--- src/rtl/key_load_pkg.sv ---
// Shared types and the serial CRC-8 step for the key-load controller and its bench.
package key_load_pkg;

    typedef enum logic [2:0] {
        IDLE,
        SHIFT_KEY,
        SHIFT_CRC,
        CHECK,
        APPLIED,
        ERROR,
        LOCKOUT
    } state_t;

    localparam int unsigned CRC_W = 8;
    localparam logic [CRC_W-1:0] CRC_POLY = 8'h07;

    // One bit of MSB-first CRC-8, init 0, no reflection, no final xor.
    function automatic logic [CRC_W-1:0] crc8_step(
        input logic [CRC_W-1:0] crc,
        input logic             din,
        input logic [CRC_W-1:0] poly = CRC_POLY
    );
        crc8_step = {crc[CRC_W-2:0], 1'b0} ^ ((crc[CRC_W-1] ^ din) ? poly : '0);
    endfunction

endpackage

--- src/rtl/key_crc8_serial.sv ---
// Serial CRC-8 accumulator with synchronous clear and per-bit enable.
module key_crc8_serial
    import key_load_pkg::*;
#(
    parameter logic [CRC_W-1:0] POLY = CRC_POLY
) (
    input  logic             clk,
    input  logic             rst,
    input  logic             clr,
    input  logic             en,
    input  logic             din,
    output logic [CRC_W-1:0] crc
);

    always_ff @(posedge clk) begin
        if (rst || clr) begin
            crc <= '0;
        end else if (en) begin
            crc <= crc8_step(crc, din, POLY);
        end
    end

endmodule

--- src/rtl/key_load_ctrl.sv ---
// Bit-serial key loader: shifts key + CRC-8, applies key atomically on CRC pass.
// Optional macro KEY_LOCKOUT_EN adds a permanent lockout after MAX_FAIL consecutive CRC failures.
module key_load_ctrl
    import key_load_pkg::*;
#(
    parameter int unsigned            KEY_WIDTH = 32,
    parameter logic [KEY_WIDTH-1:0]   DECOY_KEY = '0,
    parameter logic [CRC_W-1:0]       CRC_POLY  = key_load_pkg::CRC_POLY,
    parameter int unsigned            MAX_FAIL  = 3
) (
    input  logic                 clk,
    input  logic                 rst,
    input  logic                 start,
    input  logic                 key_sdata,
    input  logic                 key_svalid,
    output logic                 key_sready,
    output logic [KEY_WIDTH-1:0] key_out,
    output logic                 key_valid,
    output logic                 busy,
    output logic                 crc_err,
    output logic                 locked_out
);

    localparam int unsigned CNT_W = $clog2(KEY_WIDTH);

    state_t               state, next_state;
    logic [CNT_W-1:0]     bit_cnt;
    logic [KEY_WIDTH-1:0] shadow;
    logic [CRC_W-1:0]     rx_crc;
    logic [CRC_W-1:0]     crc;
    logic                 hs, start_ok, crc_en, key_last, crc_last, crc_pass, go_lockout;

    assign hs       = key_svalid && key_sready;
    assign key_last = (bit_cnt == CNT_W'(KEY_WIDTH - 1));
    assign crc_last = (bit_cnt == CNT_W'(CRC_W - 1));
    assign crc_pass = (rx_crc == crc);

    key_crc8_serial #(.POLY(CRC_POLY)) u_crc (
        .clk (clk),
        .rst (rst),
        .clr (start_ok),
        .en  (crc_en),
        .din (key_sdata),
        .crc (crc)
    );

`ifdef KEY_LOCKOUT_EN
    localparam int unsigned FAIL_W = $clog2(MAX_FAIL + 1);
    logic [FAIL_W-1:0] fail_cnt;

    assign go_lockout = (32'(fail_cnt) + 32'd1 >= MAX_FAIL);

    always_ff @(posedge clk) begin
        if (rst) begin
            fail_cnt <= '0;
        end else if (state == CHECK) begin
            if (crc_pass) begin
                fail_cnt <= '0;
            end else if (fail_cnt != FAIL_W'(MAX_FAIL)) begin
                fail_cnt <= fail_cnt + 1'b1;
            end
        end
    end

    always_ff @(posedge clk) begin
        if (rst) begin
            locked_out <= 1'b0;
        end else begin
            locked_out <= (next_state == LOCKOUT);
        end
    end
`else
    assign go_lockout = 1'b0;
    assign locked_out = 1'b0;
`endif

    always_ff @(posedge clk) begin
        if (rst) begin
            state <= IDLE;
        end else begin
            state <= next_state;
        end
    end

    always_comb begin
        next_state = state;
        unique case (state)
            IDLE, APPLIED, ERROR: if (start) next_state = SHIFT_KEY;
            SHIFT_KEY:            if (hs && key_last) next_state = SHIFT_CRC;
            SHIFT_CRC:            if (hs && crc_last) next_state = CHECK;
            CHECK: begin
                if (crc_pass)        next_state = APPLIED;
                else if (go_lockout) next_state = LOCKOUT;
                else                 next_state = ERROR;
            end
            LOCKOUT:              next_state = LOCKOUT;
            default:              next_state = IDLE;
        endcase
    end

    always_comb begin
        key_sready = (state == SHIFT_KEY) || (state == SHIFT_CRC);
        start_ok   = start && ((state == IDLE) || (state == APPLIED) || (state == ERROR));
        crc_en     = hs && (state == SHIFT_KEY);
    end

    // key_out only ever takes a complete, CRC-checked shadow; partial loads stay internal.
    always_ff @(posedge clk) begin
        if (rst) begin
            bit_cnt   <= '0;
            shadow    <= '0;
            rx_crc    <= '0;
            key_out   <= DECOY_KEY;
            key_valid <= 1'b0;
            busy      <= 1'b0;
            crc_err   <= 1'b0;
        end else begin
            busy <= (next_state inside {SHIFT_KEY, SHIFT_CRC, CHECK});
            if (start_ok) begin
                shadow  <= '0;
                rx_crc  <= '0;
                bit_cnt <= '0;
                crc_err <= 1'b0;
            end
            if (hs) begin
                if (state == SHIFT_KEY) begin
                    shadow[bit_cnt] <= key_sdata;
                end else begin
                    rx_crc <= {rx_crc[CRC_W-2:0], key_sdata};
                end
                if ((state == SHIFT_KEY && key_last) || (state == SHIFT_CRC && crc_last)) begin
                    bit_cnt <= '0;
                end else begin
                    bit_cnt <= bit_cnt + 1'b1;
                end
            end
            if (state == CHECK) begin
                if (crc_pass) begin
                    key_out   <= shadow;
                    key_valid <= 1'b1;
                end else begin
                    crc_err <= 1'b1;
                    if (go_lockout) begin
                        key_out   <= DECOY_KEY;
                        key_valid <= 1'b0;
                    end
                end
            end
        end
    end

endmodule

--- config.mk ---
export PLATFORM = sky130hd
export DESIGN_NAME = key_load_ctrl
export DESIGN_NICKNAME = d
export VERILOG_FILES = /design/src/rtl/key_load_pkg.sv /design/src/rtl/key_crc8_serial.sv /design/src/rtl/key_load_ctrl.sv
export SDC_FILE = /design/constraint.sdc
export NUM_CORES = 1
export LEC_CHECK = 0
export CORE_ASPECT_RATIO = 1.5
export CORE_MARGIN = 3
export CORE_UTILIZATION = 51
export CTS_CLUSTER_SIZE = 28
export DETAILED_ROUTE_END_ITERATION = 6
export DONT_BUFFER_PORTS = 1
export MAX_ROUTING_LAYER = met4
export PLACE_DENSITY_LB_ADDON = 0.2
export SLEW_MARGIN = 30
export SYNTH_ARGS = -nofsm -noshare
export SYNTH_HDL_FRONTEND = slang
export SYNTH_HIERARCHICAL = 1
export SYNTH_SLANG_ARGS = --single-unit
--- constraint.sdc ---
create_clock -name clk -period 3.65 [get_ports clk]
set_input_delay 0.1825 -clock clk [delete_from_list [all_inputs] [get_ports clk]]
set_output_delay 0.1825 -clock clk [all_outputs]
set_load 0.02 [all_outputs]
=== Yosys cells after proc, flatten, opt, wreduce, memory -nomap -nowiden ===
Cells that the tools add are included.

* Input bits: 5
* Output and inout bits: 37
* Logic and storage cells: 66
* Flip-flop bits (word level): 91

* Add/sub/neg operators: 1
* Equal/unequal tests: 12
* Mux-type cells: 22
* $lt $le $gt $ge: 2
* Bitwise operators: 2
* Reductions and logical operators: 18

{| class="wikitable"
|+ Operator list
! cell !! number
|-
| 32-bit 2-to-1 mux || 4
|-
| 32-bit bitwise mux || 1
|-
| 8-bit 2-to-1 mux || 3
|-
| 5-bit 2-to-1 mux || 3
|-
| 3-bit case mux with 5 select lines || 1
|-
| 3-bit by 2-bit == test with 1-bit output (second input constant) || 4
|-
| 3-bit 2-to-1 mux || 4
|-
| 3-bit == test (second input constant) || 3
|-
| 8-bit == test || 1
|-
| 1-bit logical AND || 8
|-
| 8-bit bitwise XOR || 1
|-
| 3-bit by 1-bit == test with 1-bit output (second input constant) || 2
|-
| 5-bit by 6-bit less-than comparator with 1-bit output (second input constant) || 1
|-
| 5-bit by 1-bit adder with 5-bit output (second input constant) || 1
|-
| 1-bit demux with 5-bit select || 1
|-
| 5-bit by 3-bit == test with 1-bit output (second input constant) || 1
|-
| 5-bit == test (second input constant) || 1
|-
| 5-bit by 1-bit >= comparator with 1-bit output (second input constant) || 1
|-
| 1-bit logical OR || 5
|-
| 1-bit 2-to-1 mux || 5
|-
| 3-bit logical NOT || 1
|-
| 3-bit nonzero test || 1
|-
| 3-bit OR reduction || 1
|-
| 2-bit AND reduction || 1
|-
| 2 further kinds || 2
|}

=== Depth between registers and ports, before layout ===
* Depth in word-level cells: 9
* Depth in mapped cells: 8
* Mapped depth without buffers: 7

=== Cells and area by module ===
Netlist, hierarchy kept.

{| class="wikitable"
|+ By module, submodules not included
! module !! seq. area each (µm²) !! cells each !! instances !! area an instance (µm²)
|-
| key_load_ctrl || 1661.6 || 428 || 1 || 3982.6
|-
| key_crc8_serial || 160.2 || 34 || 1 || 344.1
|}

=== Worst setup path before layout ===
Ideal clock, no wire load.

* Kind: flip-flop to flip-flop
* Start point: register state[0]
* End point: register u_crc.crc[0]
* Stages on the path, launching flop included: 9
* Slack: 1.996 ns
* Library setup time: 0.079 ns
* Required time: 3.571 ns
* Arrival time: 1.574 ns
* Path through: dfxtp_1 buf_6 or2b_1 nand2_1 buf_4 inv_1 or2_0 buf_2 a211oi_2

* Cells in the longest elaborated chain, start to end: 5

{| class="wikitable"
|+ RTL lines
! element !! RTL line !! text
|-
| start, declared || key_load_ctrl.sv:26 || <nowiki>state_t state, next_state;</nowiki>
|-
| start signal, assigned || key_load_ctrl.sv:81 || <nowiki>state <= next_state;</nowiki>
|-
| 3-bit == test or 3-bit logical NOT (tied branches) || key_load_ctrl.sv:103 || <nowiki>start_ok = start && ((state == IDLE) || (state == APPLIED) || (state == ERROR));</nowiki>
|-
| 1-bit logical OR || key_load_ctrl.sv:103 ||
|-
| 1-bit logical OR (*) || key_load_ctrl.sv:103 ||
|-
| 1-bit logical AND (*) || key_load_ctrl.sv:103 ||
|-
| net start_ok || key_load_ctrl.sv:31 || <nowiki>logic hs, start_ok, crc_en, key_last, crc_last, crc_pass, go_lockout;</nowiki>
|-
| 1-bit logical OR (*) || key_crc8_serial.sv:16 || <nowiki>if (rst || clr) begin</nowiki>
|-
| end signal, assigned || key_crc8_serial.sv:19 || <nowiki>crc <= crc8_step(crc, din, POLY);</nowiki>
|-
| end, declared || key_crc8_serial.sv:12 || <nowiki>output logic [CRC_W-1:0] crc</nowiki>
|}

Mark *: on every way through the listed nets, which the timed path passes. The rest lies on a longest branch.
A chain may end at the register's enable or synchronous reset.

=== Worst setup path in the final report ===
* Start point: register state[0]
* End point: register shadow[10]

* Cells in the longest elaborated chain, start to end: 9

{| class="wikitable"
|+ RTL lines
! element !! RTL line !! text
|-
| 3-bit == test or 3-bit logical NOT (tied branches) || key_load_ctrl.sv:103 ||
|-
| 1-bit logical OR (2 in a row) || key_load_ctrl.sv:103 ||
|-
| 1-bit logical AND || key_load_ctrl.sv:103 ||
|-
| 32-bit 2-to-1 mux || key_load_ctrl.sv:119 || <nowiki>if (start_ok) begin</nowiki>
|-
| 32-bit 2-to-1 mux || key_load_ctrl.sv:109 || <nowiki>if (rst) begin</nowiki>
|-
| 32-bit bitwise mux || key_load_ctrl.sv:127 || <nowiki>shadow[bit_cnt] <= key_sdata;</nowiki>
|-
| 32-bit 2-to-1 mux || key_load_ctrl.sv:126 || <nowiki>if (state == SHIFT_KEY) begin</nowiki>
|-
| 32-bit 2-to-1 mux (*) || key_load_ctrl.sv:125 || <nowiki>if (hs) begin</nowiki>
|-
| end signal, assigned by index || key_load_ctrl.sv:127 ||
|-
| end, declared || key_load_ctrl.sv:28 || <nowiki>logic [KEY_WIDTH-1:0] shadow;</nowiki>
|}

Mark *: on every way between the ends. The rest lies on a longest branch, timed or not. The select of a mux whose other input is x is not followed.

==> metrics <==
Post-DP HPWL 5.93 mm; Crit path required time 3.94 ns; post-DR vias/cell 5.84; Synth Register Bits 91; Hold WC Path Type in -> reg; fin nets 456; Tot Pwr 2010 uW; fin crit share 0.720; clock latency on the worst-skew pair 0.35 ns; # fillers 755; CTS tree yes; max_slew headroom 0.496; register area 1820 um^2; Avg Cell Area, Syn 9.37 um^2; outcome finished, final reports clean; wire length per cell 16.4 um; commonest cells after routing, fill and taps aside 91 x dfxtp_1, 66 x nand2b_1, 37 x mux2i_1, 36 x a21oi_1, 31 x o211ai_1; first-pass GRT wire length 15.5 mm; max-slew violations 0; Hold Slack 0.0138 ns; Port Buf Inserts 0; Pre-antenna DRT Iters 5; number of flops mapped to enable cells by yosys 0; Worst-path clk slew 0.06 ns; post-synthesis cell type count 54; largest net degree at the start of global routing 69; Max Clock Freq 0.380 GHz; post-layout min period 2.63 ns; fin area 4600 um^2; Starting Density 0.530; worst-margin pin slew 0.754 ns; Placer Congestion 0.817; ANT nets after route 0; post-synth top area cell dfxtp_1; core area 8160 um^2; CP Launch Type flip-flop; Multi-input gate area 2270 um^2; Die X 81.2 um; # setup viols final 0; clock tree buffer depth 2; placement row count 40; prevailing post-synth register cell dfxtp_1; Max Clock Skew 0.00773 ns; crit path kind reg -> reg; Iteration-0 DRC Markers 212; clock buffer count from CTS 9; Hold Path Depth 2; synth-to-layout area growth 6.42%; chip height 119 um; diodes inserted 0; GRT Residual Overflow 0; GRT Total Usage 0.211; commonest non-fill, non-tap cell in the layout dfxtp_1; Max Fanout on Critical Path 21; Setup TNS Final 0 ns; unrepaired setup endpoints after global routing no; Area contributors post-synth dfxtp_1 42%, nand2b_1 9.5%, mux2i_1 8.6%; Max rail drop VDD 0.287 mV; Synth Instances 462; root buf cell clkbuf_16; endpoints failing hold 0; via count 3,243; die area 9650 um^2; FF-to-FF path depth 6; vias in the first global route 3,147; initial antenna violation count 0; Sink Count 91; Total Wirelength 9.08 mm; Syn Nets 472; async set-reset flop share out of synthesis 0; post-CTS sizing 0; Leakage Power 0.00146 uW; top cell type's share of synthesized area 0.421; crit path capture type flip-flop; # IOs 42; drt drc 0; post-place instance area 4260 um^2; critical path arrival 2.92 ns; sequential element share of the synthesized area 0.421; Max Cap Viol 0; share of layout cells above drive strength 1 0.0711; H-tree Lvls 3; Syn Std Cell Area 4330 um^2; yosys warns 6; pwr dens 436 nW/um^2
## path summary, 6_finish.rpt
kind | startpoint | endpoint | slack (ns)
worst min-delay path | key_svalid | shadow[7] | 0.01
worst max register to register | state[0] | shadow[10] | 1.02
worst min register to register | shadow[20] | key_out[20] | 0.48
worst max-delay path | state[0] | shadow[10] | 1.02
## stage by stage
step,cells,util,setup WS (ns)
after global routing,555,0.564,0.882
after global placement,536,0.522,1.54
after floorplan,462,-,2.00
after CTS,555,0.564,1.06
final,555,0.564,1.02
after detailed placement,536,0.522,1.48
## power by group
part	internal, uW	total [uW]	switching, uW
registers	997	1000	6.90
logic	34.4	92.5	58.1
clock network	542	913	370
## area by class of cell
| type | count | share of cell area |
|---|---|---|
| Tap cell | 105 | 0.0285 |
| Inverter | 6 | 0.00489 |
| Clock inverter | 5 | 0.0117 |
| Sequential cell | 91 | 0.396 |
| Multi-Input combinational cell | 332 | 0.493 |
| Clock buffer | 10 | 0.0519 |
| Timing Repair Buffer | 6 | 0.0141 |
## critical path, cell delays in order, from the launching register on
cell,delay [ns]
dfxtp_1,0.53
or2b_1,0.32
nand2_1,0.58
buf_4,0.32
o211ai_1,0.11
a21oi_1,0.15
dlygate4sd3_1,0.55
## cell usage after synthesis (3+ instances only)
| library cell | number |
|---|---|
| nand2_1 | 10 |
| buf_2 | 4 |
| clkbuf_1 | 16 |
| a21oi_1 | 36 |
| buf_6 | 4 |
| nor2_1 | 25 |
| nand3_1 | 21 |
| o211ai_1 | 31 |
| buf_4 | 5 |
| nand4_1 | 13 |
| buf_8 | 3 |
| xnor2_1 | 9 |
| or3_1 | 13 |
| ha_1 | 5 |
| dfxtp_1 | 91 |
| a22oi_1 | 10 |
| nand3b_1 | 8 |
| and2_1 | 3 |
| mux2i_1 | 37 |
| nand2b_1 | 66 |
| a31oi_1 | 3 |
| nor3_1 | 5 |
| inv_1 | 6 |
## cells by family (layout without fill, tap and decap cells)
logic type	count (synthesis)	in the layout	share of synthesized area
muxes	37	37	0.0856
and+or+nand+nor	188	188	0.263
xor gates and xnor gates	11	11	0.0240
DFF	91	91	0.421
other	1	1	0.000867
buffers and inverters	39	27	0.0541
AOI/OAI and AO/OA	90	90	0.137
adders and majority gates	5	5	0.0145
## registers in the layout, summed over array words and instances (netlist names)
register	cells
busy	1
key_valid	1
bit_cnt	5
rx_crc	8
u_crc/crc	8
shadow	32
key_out	32
crc_err	1
state	3
## timing repair
| item | CTS | global route |
|---|---|---|
| hold buffers | 4 | 0 |
| endpoints found under the setup margin | 0 | 0 |
| setup buffers | 0 | 0 |
| hold endpoints to repair | 50 | 0 |
## per-layer routing
| metal | GRT usage | vias to the layer above | part of all wire |
|---|---|---|---|
| li1 | - | 1612 | - |
| met4 | 0.0888 | 0 | 0.026 |
| met2 | 0.331 | 93 | 0.49 |
| met3 | 0.0617 | 19 | 0.056 |
| met5 | - | - | 0 |
| met1 | 0.249 | 1519 | 0.43 |
No activity file was read; power rests on OpenSTA's default activity.
